`src/rtl/handshake_fifo_buffer.sv`:
```
// rtl/handshake_fifo_buffer.sv - elastic valid/ready FIFO buffer, NUM_SLOTS deep, in-order delivery.
// Optional HANDSHAKE_FIFO_BYPASS_EN: zero-latency pass-through while the buffer is empty.
module handshake_fifo_buffer #(
  parameter int DATA_WIDTH = 32,
  parameter int NUM_SLOTS  = 4
) (
  input  logic                  clk,
  input  logic                  rst,
  input  logic [DATA_WIDTH-1:0] ins,
  input  logic                  ins_valid,
  output logic                  ins_ready,
  output logic [DATA_WIDTH-1:0] outs,
  output logic                  outs_valid,
  input  logic                  outs_ready
);

  localparam int PTR_W = $clog2(NUM_SLOTS);
  localparam logic [PTR_W:0] FULL_COUNT = (PTR_W + 1)'(NUM_SLOTS);

  logic [DATA_WIDTH-1:0] mem [NUM_SLOTS];
  logic [PTR_W-1:0]      head;
  logic [PTR_W-1:0]      tail;
  logic [PTR_W:0]        count;

  logic empty;
  logic full;
  logic push;
  logic pop;
  logic store;
  logic drop;

  assign empty = (count == '0);
  assign full  = (count == FULL_COUNT);

  // ins_ready never looks at outs_ready, so the ready chain is cut here.
  assign ins_ready = ~full & ~rst;
  assign push      = ins_valid & ins_ready;

`ifdef HANDSHAKE_FIFO_BYPASS_EN
  logic bypass;

  assign outs_valid = (~empty | ins_valid) & ~rst;
  assign outs       = empty ? ins : mem[head];
  assign pop        = outs_valid & outs_ready;
  assign bypass     = empty & ins_valid & outs_ready;
  assign store      = push & ~bypass;
  assign drop       = pop & ~empty;
`else
  assign outs_valid = ~empty & ~rst;
  assign outs       = mem[head];
  assign pop        = outs_valid & outs_ready;
  assign store      = push;
  assign drop       = pop;
`endif

  // Storage is deliberately not reset; only the pointers define what is live.
  always_ff @(posedge clk) begin
    if (store) begin
      mem[tail] <= ins;
    end
  end

  always_ff @(posedge clk) begin
    if (rst) begin
      head  <= '0;
      tail  <= '0;
      count <= '0;
    end else begin
      if (store) begin
        tail <= tail + 1'b1;
      end
      if (drop) begin
        head <= head + 1'b1;
      end
      case ({store, drop})
        2'b10:   count <= count + 1'b1;
        2'b01:   count <= count - 1'b1;
        default: count <= count;
      endcase
    end
  end

endmodule

```
`config.mk`:
```
export PLATFORM = sky130hd
export DESIGN_NAME = handshake_fifo_buffer
export DESIGN_NICKNAME = d
export VERILOG_FILES = /design/src/rtl/handshake_fifo_buffer.sv
export SDC_FILE = /design/constraint.sdc
export NUM_CORES = 1
export LEC_CHECK = 0
export BUFFER_PORTS_ARGS = -buffer_cell sky130_fd_sc_hd__buf_4
export CORE_AREA = 2 2 120 122
export CTS_CLUSTER_DIAMETER = 120
export DETAILED_ROUTE_END_ITERATION = 7
export DIE_AREA = 0 0 122 124
export GPL_TIMING_DRIVEN = 0
export HOLD_SLACK_MARGIN = 0.15
export PLACE_DENSITY = 0.61
export SLEW_MARGIN = 10
export SYNTH_ARGS = -nofsm -noshare
export SYNTH_HDL_FRONTEND = slang
export SYNTH_SLANG_ARGS = --single-unit
```
`constraint.sdc`:
```
create_clock -name clk -period 3.3 [get_ports clk]
set_clock_uncertainty 0.05 [all_clocks]
set_input_delay 0.495 -clock clk [delete_from_list [all_inputs] [get_ports clk]]
set_output_delay 0.495 -clock clk [all_outputs]
set_load 0.1 [all_outputs]
```
* After elaboration in Yosys (flattened, before gate mapping) *
Memories as Yosys holds them, arrays and structs flattened. A register that Yosys moved wholly into a read port is not among the register bits.
Index checks and enable logic that the tools add are counted.

word-level totals
  flip-flop bits (word level) = 7
  RAM bits = 128
  bits of input ports = 36
  output and inout bits = 34
  memories = 1

operators by class
  add/sub/neg operators = 4
  equality and inequality tests = 3
  muxes and demuxes = 5
  bitwise operators = 7
  reductions and logical operators = 2

memories
  memory  words  bits a word  read ports  clocked after Yosys merged registers in  write ports  RTL line  source
  mem     4      32           1           1                                        1            20        logic [DATA_WIDTH-1:0] mem [NUM_SLOTS];

operators by type and width
  kind                   count
  $pmux W3 S2            1
  $add A2 B1 Y2 const B  2
  $and A1 B1 Y1          4
  $mux W2                2
  $add A3 B1 Y3 const B  1
  $eq A3 B3 Y1 const B   1
  $logic_not A3 Y1       1
  $not A1 Y1             3
  $sub A3 B1 Y3 const B  1
  $eq A2 B1 Y1 const B   1
  $eq A2 B2 Y1 const B   1
  $mux W1                2
  $reduce_bool A2 Y1     1

* Longest topological paths before layout *
Gate-level depths: netlist (run 1).

  depth after elaboration = 6
  gate-level depth with buffers = 9

* Least setup slack after synthesis (run 1) *
OpenSTA, ideal clock, no wires.

  kind = input to output
  from = in rst
  to = out ins_ready
  data arrival time = 1.960 ns
  data required time = 2.755 ns
  slack = 0.795 ns
  stages = 2
  buffers on the path = 1
  cells stage by stage = clkbuf_1 -> nor2_1

on the way
  word-level cells in the longest chain between the ends = 2

RTL lines
  item             RTL line  source
  start, declared  8         input logic rst,
  $not A1 Y1       36        assign ins_ready = ~full & ~rst;
  $and A1 B1 Y1    36
  end, declared    11        output logic ins_ready,

No other way between the ends.

==> results.ini, run 1 <==
[global_route]
antenna_found_initial=0
grt_pass1_vias=2438
grt.total_usage=0.1248
grt_max_degree=33
grt_pass1_wl_mm=13.16
grt_overflow=0

[finish]
drive_gt1_frac=0.4389
fin_nets=349
multiInputGateArea_um2=1011
diodes=0
syn2layout_area_growth_pct=24.19
fillers=1190
seqCellArea_um2=4024

[yosys]
syn_inst=219
yosys-top-cells-count=128 x edfxtp_1, 32 x mux4_2, 10 x nor2_1
yosysWarnings=0
ys_types=23
synthFlopType=edfxtp_1
yosys.area.top_type=edfxtp_1
avgSynthCellArea_um2=23.38
post-synth-top-count-cell=edfxtp_1
synthTopCellsByArea=edfxtp_1 75%, mux4_2 14%, dfxtp_1 3.5%
netlist_area_um2=5121
synth_edf_count=128
syn-num-nets=261
synth.top_cell.area_share=0.7505
async_flop_share=0
ys_seq_area_frac=0.7857
synth_seq_cells=137

[place]
port_buffers=69
gp_congestion=0.7191
hpwl_mm=5.062

[timing]
drv_slew=0
clock.fmax_mhz=415.0
rsz0062_at_grt=no
hold_viol_final=0
period_needed_ps=2410
setup_violations=0
fin_crit_sh=0.7303
tns_ps=0
max-slew-margin-rel=0.3806
worstMarginPinSlew_ps=929.1

[critical_path]
path_cells=buf_6, buf_6, mux4_2, buf_4
cpMostUsedCell=buf_6
start_kind=flop
crit_slowest_cell=mux4_2
worstSetupEndpointType=output port
crit_fanout=10
arrival_ps=1860
cp_slowest_stage_delay_ps=550
critPathKind=flop to output port
critical_path_required_ps=2750

[power]
vdd_ir_drop_max_mv=0.2971
p_leak_nw=2.145
cellPowerDensity_nw_per_um2=695.7
total_power_mw=4.424

[clocking]
cts_made_buffers=17
path_clk_slew_ps=60
cts.hold.buffers_added=0
postCtsSetupBuffers=0
h-tree-depth=4
cts_tree=yes
clock_path_buffers=2
cts_root_buf=clkbuf_16
clkSinkCount=137
ctsResizeCount=0
clk_latency_ps=410

[route]
first_pass_iters=4
wl_per_cell_um=17.39
vias=2347
ant_nets=0
viasPerCell=4.703
drc=0
drt_iter0_drc=138
totalWireLength_mm=8.676

[worst_hold_path]
hold_class=input pin to flop

[die]
ios=70
fp.coreArea_um2=13720
dieArea_um2=15130
die_y_um=124
die_w_um=122
fp-row-count=43
start_util=0.3733

[run]
drv_cap=0

[outcome]
outcome=finished clean

[through the flow]
stage,instances,area (µm²),hold WS [ps],util,setup slack [ps]
4_1_cts,499,6360,207.9,0.4636,828.2
3_3_place_gp,468,5864,444.1,0.4275,988.3
5_1_grt,499,6360,217.8,0.4636,808.1
3_5_place_dp,468,5864,466.4,0.4275,901.6
2_1_floorplan,219,5121,425.0,-,795.1
6_report,499,6360,230.4,0.4636,890.1
[registers in the layout, indices dropped and copies added, names as in the netlist, named ones only]
signal  flops
count       3
head        2
tail        2
mem       128
[placed cells by master, fill, tap and decap left out, drive strengths merged]
master	count
edfxtp	128
buf	76
mux4	32
clkbuf	21
nor2	10
dfxtp	9
clkinv	8
inv	6
ha	5
and2	4
xor2	4
clkinvlp	3
a21oi	2
nor3b	2
o31ai	1
nor3	1
nand2b	1
mux2i	1
o311ai	1
mux2	1
o21ai	1
or3	1
fa	1
[worst max-delay path: cells and delay by family, from the launching register on]
kind,cells,cell delay [ps]
buf+inv,3,580
mux,1,550
flops,1,320
[power by group]
group | switching, mW | internal [mW] | total (mW) | leakage [nW]
Combinational | 0.613 | 0.234 | 0.847 | 0.671
Clock | 0.645 | 0.936 | 1.58 | 0.238
Sequential | 0.0220 | 1.97 | 2.00 | 1.24
[area by class of cell]
class / count / share of cell area
flip-flops and latches: 137 / 0.6327
plain buffers: 8 / 0.01003
inverters: 6 / 0.003541
clock inverters: 11 / 0.009247
repair buffers: 69 / 0.08145
well taps: 180 / 0.03541
multi-input cells: 68 / 0.1590
clock buffers: 20 / 0.06866
[cell families after synthesis]
kind of cell,synth area share
AOI/OAI and AO/OA,0.006108
muxes,0.1456
buffers and inverters,0.01686
xor gates and xnor gates,0.006840
adders and majority gates,0.01613
DFF,0.7857
and+or+nand+nor,0.02272
[final timing paths]
path,cells after the start,start,slack (ps),endpoint
worst max-delay path,4,flop,890,outs[29]
worst max register to register,9,count[2],1080,count[2]
worst min-delay path,1,ins[20],230,mem[2][20]
worst min register to register,1,tail[0],480,tail[0]
[layer usage]
layer	vias to the layer above	GRT usage	routed length (µm)
li1	1075	-	-
met1	1183	0.1471	3621
met2	73	0.2001	4356
met3	16	0.04716	519
met4	0	0.06537	179
met5	-	0	0
No activity file was read; power rests on OpenSTA's default activity.
==> run 2, diff against run 1 <==
- clock period: 3.3 -> 2.4 ns (I/O delays scaled with it)
==> run 2 against run 1 <==
  * Register-to-register slack worse by 920 ps
  * Sequential power up 37%
  * Die area unchanged
==> results.ini, run 2 (synthesis results as in run 1) <==
[route]
drt_iter0_drc=148  ; +7.2%
vias=2479  ; +5.6%
wl_per_cell_um=16.59  ; -4.6%
first_pass_iters=4  ; unchanged
drc=0  ; unchanged
viasPerCell=4.669  ; -0.74%
ant_nets=0  ; unchanged
totalWireLength_mm=8.808  ; +1.5%

[die]
fp.coreArea_um2=13720  ; unchanged
die_y_um=124  ; unchanged
dieArea_um2=15130  ; unchanged
start_util=0.3733  ; unchanged
die_w_um=122  ; unchanged
ios=70  ; unchanged
fp-row-count=43  ; unchanged

[critical_path]
reg2regPathDepth=9  ; unchanged
timing.rr.start=count[2]
crit_fanout=10  ; unchanged
rr_endpoint=count[2]
worstSetupEndpointType=output port
r2r_setup_slack_ps=160  ; -920 ps
critPathKind=flop to output port
start_kind=flop
arrival_ps=1870  ; about the same
endpoint=outs[29]
critical_path_required_ps=1990  ; -760 ps

[worst_hold_path]
holdPathStages=3  ; +2
hold_class=input pin to flop

[timing]
fin_crit_sh=0.9483
period_needed_ps=2276
rsz0062_at_grt=no
worstMarginPinSlew_ps=920.0  ; -9.169 ps
hold_viol_final=0  ; unchanged
clock.fmax_mhz=439.4
drv_slew=0  ; unchanged
setup_violations=0  ; unchanged
tns_ps=0  ; unchanged
max-slew-margin-rel=0.3867  ; +0.006113

[clocking]
cts_root_buf=clkbuf_16
clkSinkCount=137  ; unchanged
postCtsSetupBuffers=0  ; unchanged
ctsResizeCount=0  ; unchanged
h-tree-depth=4  ; unchanged
clk_latency_ps=410  ; about the same
cts_made_buffers=17  ; unchanged
cts_tree=yes
path_clk_slew_ps=50  ; about the same
clock_path_buffers=2  ; unchanged

[finish]
fin_nets=381  ; +9.2%
largest_reg_flops=128  ; unchanged
regMostFlops=mem
postLayoutCellArea_um2=6680  ; +5.0%
drive_gt1_frac=0.3989  ; -0.04001
final_common_cell=edfxtp_1
syn2layout_area_growth_pct=30.44
top_regs=mem x128, count x3
diodes=0  ; unchanged
mostFrequentLayoutCells=128 x edfxtp_1, 69 x buf_4, 32 x mux4_2, 32 x dlygate4sd3_1, 17 x clkbuf_16

[place]
hpwl_mm=5.062  ; unchanged
placed_area_um2=5864  ; unchanged
gp_congestion=0.7191  ; unchanged
port_buffers=69  ; unchanged

[power]
p_leak_nw=2.279  ; +6.2%
vdd_ir_drop_max_mv=0.4099  ; +38%
cellPowerDensity_nw_per_um2=917.6  ; +32%

[outcome]
outcome=finished clean

[global_route]
antenna_found_initial=0  ; unchanged
grt_pass1_wl_mm=13.41  ; +1.9%
grt_max_degree=33  ; unchanged
grt_pass1_vias=2527  ; +3.7%
grt_overflow=0  ; unchanged
grt.total_usage=0.1264  ; +0.001603

[run]
drv_cap=0  ; unchanged

run 2: metal layers:
| metal | track usage | vias up | share of wire |
|---|---|---|---|
| met5 | 0 | - | 0 |
| met4 | 0.06537 | 0 | 0.024 |
| met3 | 0.04579 | 16 | 0.049 |
| met2 | 0.2029 | 65 | 0.49 |
| met1 | 0.1505 | 1260 | 0.43 |
| li1 | - | 1138 | - |
run 2: worst max-delay path, cell delays in order, from the launching register on:
cell,delay (ps)
dfxtp_1,320
buf_6,130
buf_6,200
mux4_2,550
buf_4,250
run 2: final cells by class:
type,count,area [µm²]
Buffer,8,63.81
Clock buffer,20,436.7
Clock inverter,11,58.81
Fill cell,1170,7039
Inverter,6,22.52
Multi-Input combinational cell,68,1011
Sequential cell,137,4024
Tap cell,180,225.2
Timing Repair Buffer,101,838.3
run 2: worst min-delay path by stage:
stage | start | end | slack (ps)
floorplan | ins[0] | mem[0][0] | 410
global placement | tail[0] | tail[0] | 440
detailed placement | head[0] | flop | 470
CTS | rst | tail[0] | 180
global route | rst | tail[0] | 200
finish | rst | tail[0] | 200
run 2: repair_timing:
action,4_1_cts,5_1_grt
setup endpoints to repair,0,0
hold endpoints to repair,128,0
hold buffers,32,0
run 2: report_power, final:
group / leakage, nW / internal [mW] / switching (mW) / total (mW)
Sequential: 1.24 / 2.71 / 0.0304 / 2.74
Combinational: 0.805 / 0.356 / 0.852 / 1.21
Clock: 0.238 / 1.29 / 0.891 / 2.18
run 2: metrics by stage:
step	std cells	setup WS (ps)	util	hold WS (ps)	power, mW
finish	531	124.0	0.4869	201.2	6.130
detailed placement	468	136.6	0.4275	466.4	3.974
global route	531	43.09	0.4869	196.7	6.347
CTS	531	63.18	0.4869	181.5	6.206
floorplan	219	165.1	-	408.9	3.710
global placement	468	223.3	0.4275	444.1	3.961
